<file path="config.mk">
export PLATFORM = sky130hd
export DESIGN_NAME = ysyx_22041207_mem_arb
export DESIGN_NICKNAME = d
export VERILOG_FILES = /design/src/rtl/ysyx_22041207_arb_pkg.sv /design/src/rtl/ysyx_22041207_starve_cnt.sv /design/src/rtl/ysyx_22041207_mem_arb.sv
export SDC_FILE = /design/constraint.sdc
export NUM_CORES = 1
export LEC_CHECK = 0
export CORE_AREA = 3 3 209 211
export DETAILED_ROUTE_END_ITERATION = 7
export DIE_AREA = 0 0 212 214
export HOLD_SLACK_MARGIN = 0.02
export PLACE_DENSITY = 0.67
export SYNTH_ARGS = -nofsm -noshare
export SYNTH_HDL_FRONTEND = slang
export SYNTH_HIERARCHICAL = 1
export SYNTH_SLANG_ARGS = --single-unit
</file>
<file path="constraint.sdc">
create_clock -name clk -period 21.9 [get_ports clk]
set_input_delay 2.19 -clock clk [delete_from_list [all_inputs] [get_ports clk]]
set_output_delay 2.19 -clock clk [all_outputs]
set_load 0.02 [all_outputs]
</file>
<file path="src/rtl/ysyx_22041207_arb_pkg.sv">
// Shared types and widths for the IF/LS memory arbiter.
package ysyx_22041207_arb_pkg;

  localparam int unsigned ADDR_W = 64;
  localparam int unsigned DATA_W = 64;
  localparam int unsigned MASK_W = DATA_W / 8;
  // Starvation counter width; covers STARVE_LIMIT up to 15.
  localparam int unsigned CNT_W  = 4;

  typedef enum logic [1:0] {
    StIdle   = 2'd0,
    StIfBusy = 2'd1,
    StLsBusy = 2'd2
  } arb_state_e;

  typedef enum logic [1:0] {
    OwnNone = 2'd0,
    OwnIf   = 2'd1,
    OwnLs   = 2'd2
  } owner_e;

endpackage

</file>
<file path="src/rtl/ysyx_22041207_starve_cnt.sv">
// Saturating count of LS grants issued while a fetch is waiting.
module ysyx_22041207_starve_cnt
  import ysyx_22041207_arb_pkg::*;
#(
  parameter int unsigned LIMIT = 4
) (
  input  logic clk,
  input  logic rst,
  input  logic inc,
  input  logic clr,
  output logic at_limit
);

  localparam logic [CNT_W-1:0] LimitVal = CNT_W'(LIMIT);

  logic [CNT_W-1:0] cnt_q, cnt_d;

  // Clear wins over increment; stop counting once the limit is reached.
  always_comb begin
    cnt_d = cnt_q;
    if (clr) begin
      cnt_d = '0;
    end else if (inc && (cnt_q != LimitVal)) begin
      cnt_d = cnt_q + CNT_W'(1);
    end
  end

  // Counter register.
  always_ff @(posedge clk or posedge rst) begin
    if (rst) begin
      cnt_q <= '0;
    end else begin
      cnt_q <= cnt_d;
    end
  end

  assign at_limit = (cnt_q == LimitVal);

endmodule

</file>
<file path="src/rtl/ysyx_22041207_mem_arb.sv">
// Two-requester (instruction fetch / load-store) arbiter for a single memory
// port with at most one outstanding transaction. LS has priority; defining
// YSYX_22041207_ARB_FAIR_EN adds a starvation guard that forces an IF grant
// after STARVE_LIMIT consecutive LS grants while IF is waiting.
module ysyx_22041207_mem_arb
  import ysyx_22041207_arb_pkg::*;
#(
  parameter int unsigned STARVE_LIMIT = 4
) (
  input  logic              clk,
  input  logic              rst,
  input  logic              if_req,
  input  logic [ADDR_W-1:0] if_addr,
  input  logic              if_flush,
  output logic              if_gnt,
  output logic              if_rvalid,
  output logic [DATA_W-1:0] if_rdata,
  input  logic              ls_req,
  input  logic              ls_wen,
  input  logic [ADDR_W-1:0] ls_addr,
  input  logic [DATA_W-1:0] ls_wdata,
  input  logic [MASK_W-1:0] ls_wmask,
  output logic              ls_gnt,
  output logic              ls_rvalid,
  output logic [DATA_W-1:0] ls_rdata,
  output logic              mem_req,
  output logic              mem_wen,
  output logic [ADDR_W-1:0] mem_addr,
  output logic [DATA_W-1:0] mem_wdata,
  output logic [MASK_W-1:0] mem_wmask,
  input  logic              mem_ready,
  input  logic [DATA_W-1:0] mem_rdata
);

  if (STARVE_LIMIT < 1 || STARVE_LIMIT > 15) begin : g_limit_check
    $error("STARVE_LIMIT must be in 1..15");
  end

  arb_state_e        state_q, state_d;
  owner_e            pick;
  logic [ADDR_W-1:0] addr_q;
  logic [DATA_W-1:0] wdata_q;
  logic [MASK_W-1:0] wmask_q;
  logic              wen_q;
  logic              drop_q;
  logic              if_rvalid_q, ls_rvalid_q;
  logic [DATA_W-1:0] if_rdata_q, ls_rdata_q;
  logic              if_ok, force_if, busy, if_done, ls_done, if_deliver;

  // A flush in IDLE blocks the fetch from being granted that cycle.
  assign if_ok = if_req & ~if_flush;

`ifdef YSYX_22041207_ARB_FAIR_EN
  logic starve_inc, starve_clr;
  assign starve_inc = (pick == OwnLs) & if_req;
  assign starve_clr = (pick == OwnIf) | ((state_q == StIdle) & ~if_req);

  ysyx_22041207_starve_cnt #(
    .LIMIT(STARVE_LIMIT)
  ) u_starve_cnt (
    .clk     (clk),
    .rst     (rst),
    .inc     (starve_inc),
    .clr     (starve_clr),
    .at_limit(force_if)
  );
`else
  assign force_if = 1'b0;
`endif

  // Grant selection and next state; grants are held off while reset is active.
  always_comb begin
    state_d = state_q;
    pick    = OwnNone;
    unique case (state_q)
      StIdle: begin
        if (!rst) begin
          if (if_ok && (!ls_req || force_if)) begin
            pick = OwnIf;
          end else if (ls_req) begin
            pick = OwnLs;
          end
        end
        if (pick == OwnIf) begin
          state_d = StIfBusy;
        end else if (pick == OwnLs) begin
          state_d = StLsBusy;
        end
      end
      StIfBusy, StLsBusy: begin
        if (mem_ready) state_d = StIdle;
      end
      default: state_d = StIdle;
    endcase
  end

  assign busy       = (state_q != StIdle);
  assign if_done    = (state_q == StIfBusy) & mem_ready;
  assign ls_done    = (state_q == StLsBusy) & mem_ready;
  // A flush arriving with mem_ready still kills the fetch result.
  assign if_deliver = if_done & ~drop_q & ~if_flush;

  // State, latched request fields, drop flag and response registers.
  always_ff @(posedge clk or posedge rst) begin
    if (rst) begin
      state_q     <= StIdle;
      addr_q      <= '0;
      wdata_q     <= '0;
      wmask_q     <= '0;
      wen_q       <= 1'b0;
      drop_q      <= 1'b0;
      if_rvalid_q <= 1'b0;
      ls_rvalid_q <= 1'b0;
      if_rdata_q  <= '0;
      ls_rdata_q  <= '0;
    end else begin
      state_q <= state_d;
      if (pick == OwnLs) begin
        addr_q  <= ls_addr;
        wdata_q <= ls_wdata;
        wmask_q <= ls_wmask;
        wen_q   <= ls_wen;
      end else if (pick == OwnIf) begin
        addr_q  <= if_addr;
        wdata_q <= '0;
        wmask_q <= '0;
        wen_q   <= 1'b0;
      end
      if (state_q == StIfBusy) begin
        drop_q <= if_done ? 1'b0 : (drop_q | if_flush);
      end else begin
        drop_q <= 1'b0;
      end
      if_rvalid_q <= if_deliver;
      ls_rvalid_q <= ls_done;
      if (if_deliver) if_rdata_q <= mem_rdata;
      if (ls_done)    ls_rdata_q <= mem_rdata;
    end
  end

  assign if_gnt    = (pick == OwnIf);
  assign ls_gnt    = (pick == OwnLs);
  assign if_rvalid = if_rvalid_q;
  assign ls_rvalid = ls_rvalid_q;
  assign if_rdata  = if_rdata_q;
  assign ls_rdata  = ls_rdata_q;

  assign mem_req   = busy;
  assign mem_wen   = busy & wen_q;
  assign mem_addr  = busy ? addr_q  : '0;
  assign mem_wdata = busy ? wdata_q : '0;
  assign mem_wmask = busy ? wmask_q : '0;

endmodule

</file>
==> results.txt <==
----------------------------------------------------
[Worst setup path]
  CP endpoint kind ... primary output
  Maximum fanout encountered on the critical timing path ... 135
  RR Endpoint ... addr_q[28]
  Launching point of the worst reg2reg path ... state_q[0]
  Required arrival time at the worst endpoint ... 19,710 ps
  CP startpoint kind ... input port
  Worst R2R Setup Slack ... 17,160 ps
  Setup CP Type ... in -> out
  FF-to-FF path depth ... 9
  Arrival time at the worst endpoint ... 5050 ps

[GRT]
  Pin count of the biggest net entering global routing ... 136
  Most congested layer reported by global routing ... met2
  Met3 global-route usage ... 4.75%
  Number of antenna violations at the first check in global routing ... 2
  Met2 track demand over resource in global routing ... 26.7%
  Global-route met1 utilization ... 18.1%
  Total global-route track usage ... 15.3%
  GRT overflow ... 0
  Global-route wire length before repair ... 55.6 mm
  Vias in the first global route ... 9,493

[Finish]
  Area added between synthesis and finish ... 56.6%
  Commonest cells after routing, fill and taps aside ... sky130_fd_sc_hd__clkdlybuf4s50_1 (540), sky130_fd_sc_hd__dfrtp_1 (270), sky130_fd_sc_hd__nor2b_1 (137), sky130_fd_sc_hd__mux2_2 (79), sky130_fd_sc_hd__a22o_1 (73)
  Most common library cell in the layout ignoring fill and taps ... sky130_fd_sc_hd__clkdlybuf4s50_1
  Proportion of layout cells with a drive suffix above 1 ... 13.1%
  Fin util ... 43.9%
  Number of nets in the finished design ... 1,688
  Summed area of non-filler cells in the final layout ... 18,400 um2
  Fill cell count ... 3,906

[Floorplan]
  Rows ... 75
  Overall die height ... 214 um
  Die width ... 212 um
  Area of the die ... 45,400 um2
  Count of boundary I/O pins ... 541
  Starting density of the core ... 28.0%
  Placeable core region ... 41,900 um2

[Yosys]
  Fraction of registers with async set/reset ... 100%
  Post-synthesis sequential element count ... 270
  Average cell area after synthesis ... 13.1 um2
  Main synth FF type ... sky130_fd_sc_hd__dfrtp_1
  Area of the mapped netlist ... 11,700 um2
  Yosys synthesis warning count ... 6
  Number of synthesized flops with an enable pin ... 0
  Share of the yosys chip area belonging to registers ... 57.5%
  Count of distinct cell types in the synthesized netlist ... 24
  Total nets after synthesis ... 1,174
  Cell count after synthesis ... 896

[STA]
  RSZ-0062 raised after global routing ... false
  Final hold violations ... 0
  Worst-case headroom to the max-slew limit ... 36.7%
  Worst-case clock skew ... 17.1 ps
  Transition time at the pin with the least slew margin ... 949 ps
  Maximum achievable frequency ... 138 MHz
  Final setup fails ... 0
  Setup_tns ... 0 ps
  Final count of pins violating max slew ... 0
  Final critical-path share of the clock period ... 33.1%
  Period minus WS final ... 7240 ps

[Min path]
  Hold path startpoint ... addr_q[48]
  Min-Delay Endpoint ... addr_q[48]
  Hold Path Cell Cnt ... 2
  Type of the worst min-delay path ... reg -> reg

[CTS]
  Insertion delay to the later sink of the worst-skew pair ... 550 ps
  Clock root buffer ... sky130_fd_sc_hd__clkbuf_16
  Clock-pin transition on the worst setup and hold timing paths ... 60 ps
  Clock buffers created by TritonCTS ... 29
  TritonCTS clock tree ... built
  Maximum clock insertion buffer count ... 3
  Setup bufs post-CTS ... 0
  Hold buffer count at cts ... 0
  Post-CTS resize count ... 0
  Maximum level of the CTS H-tree ... 1
  Clock net sink count ... 270

[Detailed routing]
  Initial DRC Count ... 404
  Via count normalized by instance count ... 4.46
  Overall routed net length ... 36.2 mm
  Pre-antenna DRT Iters ... 4
  Residual antenna-violating net count after detailed routing ... 0
  Wire length per cell after detailed routing ... 18.4 um
  DR vias ... 8,789
  DRC errors left ... 0

[Power and ir drop]
  Clock network fraction of design power ... 21.5%
  Switching Fraction ... 34.5%
  Tot Pwr ... 2.18 mW
  Leak Pwr ... 7.72 nW
  P per Cell Area ... 118 nW/um2
  Worst VDD drop ... 50.8 uV
  Combinational share of power ... 43.0%
  Sw power ... 0.750 mW
  Share of power burned in registers ... 35.5%
  Design internal power ... 1.43 mW

[Placement]
  Area after DPL ... 17,500 um2
  Placer Congestion ... 0.776
  Half-perimeter wire length of the detailed placement result ... 26.5 mm
  Input/output buffers ... 540

[Status]
  Run status ... finished clean

[Flow run]
  Max-cap check violation count ... 0

----------------------------------------------------
final cells by class:
| cell class | count | area [um2] | area share (%) |
|---|---|---|---|
| Clock buffer | 40 | 807 | 4.39 |
| Antenna cell | 1 | 2.50 | 0.0136 |
| Sequential cell | 270 | 6760 | 36.7 |
| Timing Repair Buffer | 549 | 5470 | 29.8 |
| Inverter | 8 | 37.5 | 0.204 |
| Multi-Input combinational cell | 552 | 4550 | 24.7 |
| Tap cell | 539 | 674 | 3.67 |
| Clock inverter | 11 | 93.8 | 0.510 |
flip-flops by register name, summed over array words and instances (netlist names):
register,cells
if_rdata,64
wen_q,1
wmask_q,8
if_rvalid,1
ls_rdata,64
state_q,2
drop_q,1
addr_q,64
ls_rvalid,1
wdata_q,64
cell families after synthesis:
| family | share of synthesized area (%) |
|---|---|
| compound gates | 8.32 |
| fa+ha+maj | 0.746 |
| buf+inv | 4.14 |
| flops | 57.5 |
| mux | 19.3 |
| simple gates | 9.98 |
power by group through the flow:
stage,Combinational [mW],Clock [mW],Sequential [mW]
6_report,0.936,0.467,0.773
4_1_cts,0.952,0.483,0.773
5_1_grt,1.00,0.504,0.795
3_3_place_gp,0.938,0,0.771
3_5_place_dp,0.948,0,0.778
2_1_floorplan,0.407,0,0.870
through the flow:
| step | hold WS [ps] | setup slack, ps | instances |
|---|---|---|---|
| 2_1_floorplan | 446 | 10800 | 896 |
| 3_3_place_gp | 457 | 14570 | 1918 |
| 3_5_place_dp | 465 | 14530 | 1918 |
| 4_1_cts | 481 | 14540 | 1969 |
| 5_1_grt | 493 | 14370 | 1970 |
| 6_report | 476 | 14660 | 1970 |
synthesized netlist by cell type (all sizes together) (2+ instances only):
cell type | n | area share (%)
clkbuf | 25 | 0.81
nor2b | 138 | 7.3
o21ai | 64 | 2.7
o2bb2ai | 2 | 0.15
mux2i | 64 | 5.5
dfrtp | 270 | 58
a22o | 73 | 5.4
mux2 | 128 | 14
buf | 41 | 3.1
nand2 | 69 | 2.2
ha | 7 | 0.75
inv | 8 | 0.26
how the worst max path moves through the flow:
stage          startpoint     end  slack, ps  cells past startpoint
5_1_grt               rst  ls_gnt      14370                      6
2_1_floorplan         rst  if_gnt      10800                      3
3_5_place_dp          rst  ls_gnt      14530                      6
4_1_cts               rst  ls_gnt      14540                      6
6_report              rst  ls_gnt      14660                      6
3_3_place_gp          rst  ls_gnt      14570                      6
per-layer routing:
metal | up-vias | share of wire (%)
met5 | - | 0.025
met4 | 2 | 2.6
met3 | 48 | 9.1
met1 | 4263 | 39
met2 | 369 | 49
li1 | 4107 | -
critical path: stages:
cell	delay, ps
sky130_fd_sc_hd__clkdlybuf4s50_1	510
sky130_fd_sc_hd__inv_8	680
sky130_fd_sc_hd__nand3_1	300
sky130_fd_sc_hd__inv_1	210
sky130_fd_sc_hd__ha_4	450
sky130_fd_sc_hd__clkdlybuf4s50_1	690
(Power assumes the default switching activity.)
==> RTL change (config.mk and constraints unchanged) <==
Add a define of `YSYX_22041207_ARB_FAIR_EN`.
--- a/src/rtl/ysyx_22041207_mem_arb.sv
+++ b/src/rtl/ysyx_22041207_mem_arb.sv
@@ -3,4 +3,6 @@
 // YSYX_22041207_ARB_FAIR_EN adds a starvation guard that forces an IF grant
 // after STARVE_LIMIT consecutive LS grants while IF is waiting.
+`define YSYX_22041207_ARB_FAIR_EN
+
 module ysyx_22041207_mem_arb
   import ysyx_22041207_arb_pkg::*;
Behaviour: same outputs for any inputs over 4 cycles, from zero or initial values and one cycle with rst high; that may be too few to reach the edited logic, so the function may still have changed.
==> RTL change against the original RTL <==
  * Sequential cell count rose by 4
  * Via count rose by 3.3%
  * Critical path depth did not move
  * Setup slack improved by 0.11 ns
  * Register-to-register slack improved by 0.27 ns
  * Clock power rose by 7.3%
  * Clock skew fell by 0.0021 ns
  * Area after synthesis rose by 2.4%
  * Wire length rose by 3.4%
  * Total power rose by 14%
  * Final area rose by 1.9%
  * Die area did not move
  * Non-clock buffer count fell by 1
  * Global-route usage rose by 0.57 points
  * Critical path type unchanged
==> RTL change: results <==
group,metric,value,unit
worst_setup_path,crit_arrival,4.95,ns
place,io_buffers,540,
grt,grt_pass1_vias,9595,
grt,met2_usage,27.17,%
place,dp_hpwl,27370,um
grt,grt_max_degree,126,
place,post-place-ws,14.79,ns
cts,clk_latency,0.56,ns
place,gp_congestion,0.7795,
route,drtIter0Drc,447,
cts,root_buffer,"clkbuf_16",
grt,grtUsageMet3,5.653,%
grt,antenna_found_initial,4,
place,dp.cells,1946,
grt,grt_pass1_wl,56940,um
layout,nets,1719,
cts,post_cts_buffers,0,
worst_setup_path,cp_max_fo,36,
pwr,p_leak,7.842,nW
layout,drive_gt1_share,13.28,%
grt,use_met1,18.80,%
route,drt-wirelength-per-cell,18.70,um
route,drt-total-wl,37430,um
layout,fillers,3891,
sta,worstMarginPinSlew,1.156,ns
route,dr.pass1.iters,6,
route,via_count,9076,
synth,synth_cell_types,33,
status,outcome,"completed",
synth,ys_seq_area_share,57.02,%
sta,finalSetupViolCount,0,
synth,synthTopCellsByCount,"274 x dfrtp_1, 135 x nor2b_1, 79 x mux2_2, 73 x a22o_1, 67 x nand2_1",
grt,groute.usage.overall,15.88,%
pwr,ir_drop,0.05339,mV
synth,syn_nets,1204,
synth,syn-instance-count,925,
cts,numCtsBuffers,31,
pwr,p_int,1.597,mW
synth,ys.warnings.count,6,
synth,synth.area.top_cells,"dfrtp_1 57%, mux2_2 7.4%, nor2b_1 7.0%, mux2_4 6.1%, mux2i_1 5.4%",
sta,clock_skew,0.01499,ns
RTL change: cell count changes in the layout (fill, tap and decap cells not counted), moves of 2 or more:
| cell | change |
|---|---|
| a21oi_1 | +5 |
| and2b_1 | +5 |
| clkinv_2 | -4 |
| dfrtp_1 | +4 |
| clkbuf_8 | +3 |
| nand3_1 | +3 |
| nand4_1 | +3 |
| nor2b_1 | -3 |
| a21o_2 | +2 |
| and2_1 | +2 |
| clkbuf_16 | +2 |
| nand2_1 | -2 |
| nand2b_1 | +2 |
| o2bb2ai_1 | -2 |
RTL change: worst paths after layout:
path | startpoint | endpoint | slack (ns) | cells past startpoint
max | if_flush | ls_gnt | 14.76 | 6
min | addr_q[55] | addr_q[55] | 0.47 | 2
max reg2reg | state_q[0] | addr_q[62] | 17.43 | 7
min reg2reg | addr_q[55] | addr_q[55] | 0.47 | 2
max in group asynchronous | rst | wmask_q[1] | 17.24 | 4
min in group asynchronous | rst | u_starve_cnt/cnt_q[2] | 2.02 | 2
RTL change: final cells by class:
cell class                 count  area share (%)
tap                          539           3.597
antenna                        1         0.01335
clock inverter                 8          0.4338
clock buffer                  46           4.812
sequential                   274           36.57
inverter                      10          0.2403
timing repair buffer         548           29.15
multi-input combinational    575           25.18
RTL change: cell families after synthesis:
group                    share of synthesized area, %
buffers and inverters                           4.121
adder cells (fa/ha/maj)                        0.8325
AO/OA/AOI/OAI                                   8.554
flip-flops                                      57.02
AND/OR/NAND/NOR                                 10.54
multiplexers                                    18.93
RTL change: worst max-delay path, cell delays in order:
cell             delay (ns)
clkdlybuf4s50_1        0.58
and2b_1                0.25
a21oi_1                0.29
and2_1                 0.25
ha_4                   0.59
clkdlybuf4s50_1        0.74
RTL change: power groups by stage:
stage / clock network [mW] / registers (mW) / logic (mW)
2_1_floorplan: 0 / 0.961 / 0.487
3_3_place_gp: 0 / 0.827 / 1.14
3_5_place_dp: 0 / 0.835 / 1.16
4_1_cts: 0.518 / 0.830 / 1.16
5_1_grt: 0.542 / 0.856 / 1.22
6_report: 0.501 / 0.828 / 1.14
RTL change: per-layer routing:
layer | wire (um) | part of all wire [%]
met2 | 18070 | 48
met5 | 28 | 0.075
met1 | 14600 | 39
met4 | 825 | 2.2
met3 | 3906 | 10
RTL change: per-stage QoR:
stage | cell area (um^2) | total power, mW
after floorplan | 12020 | 1.448
after global placement | 17760 | 1.971
after detailed placement | 17760 | 1.991
after CTS | 18740 | 2.508
after global routing | 18750 | 2.615
final | 18750 | 2.472
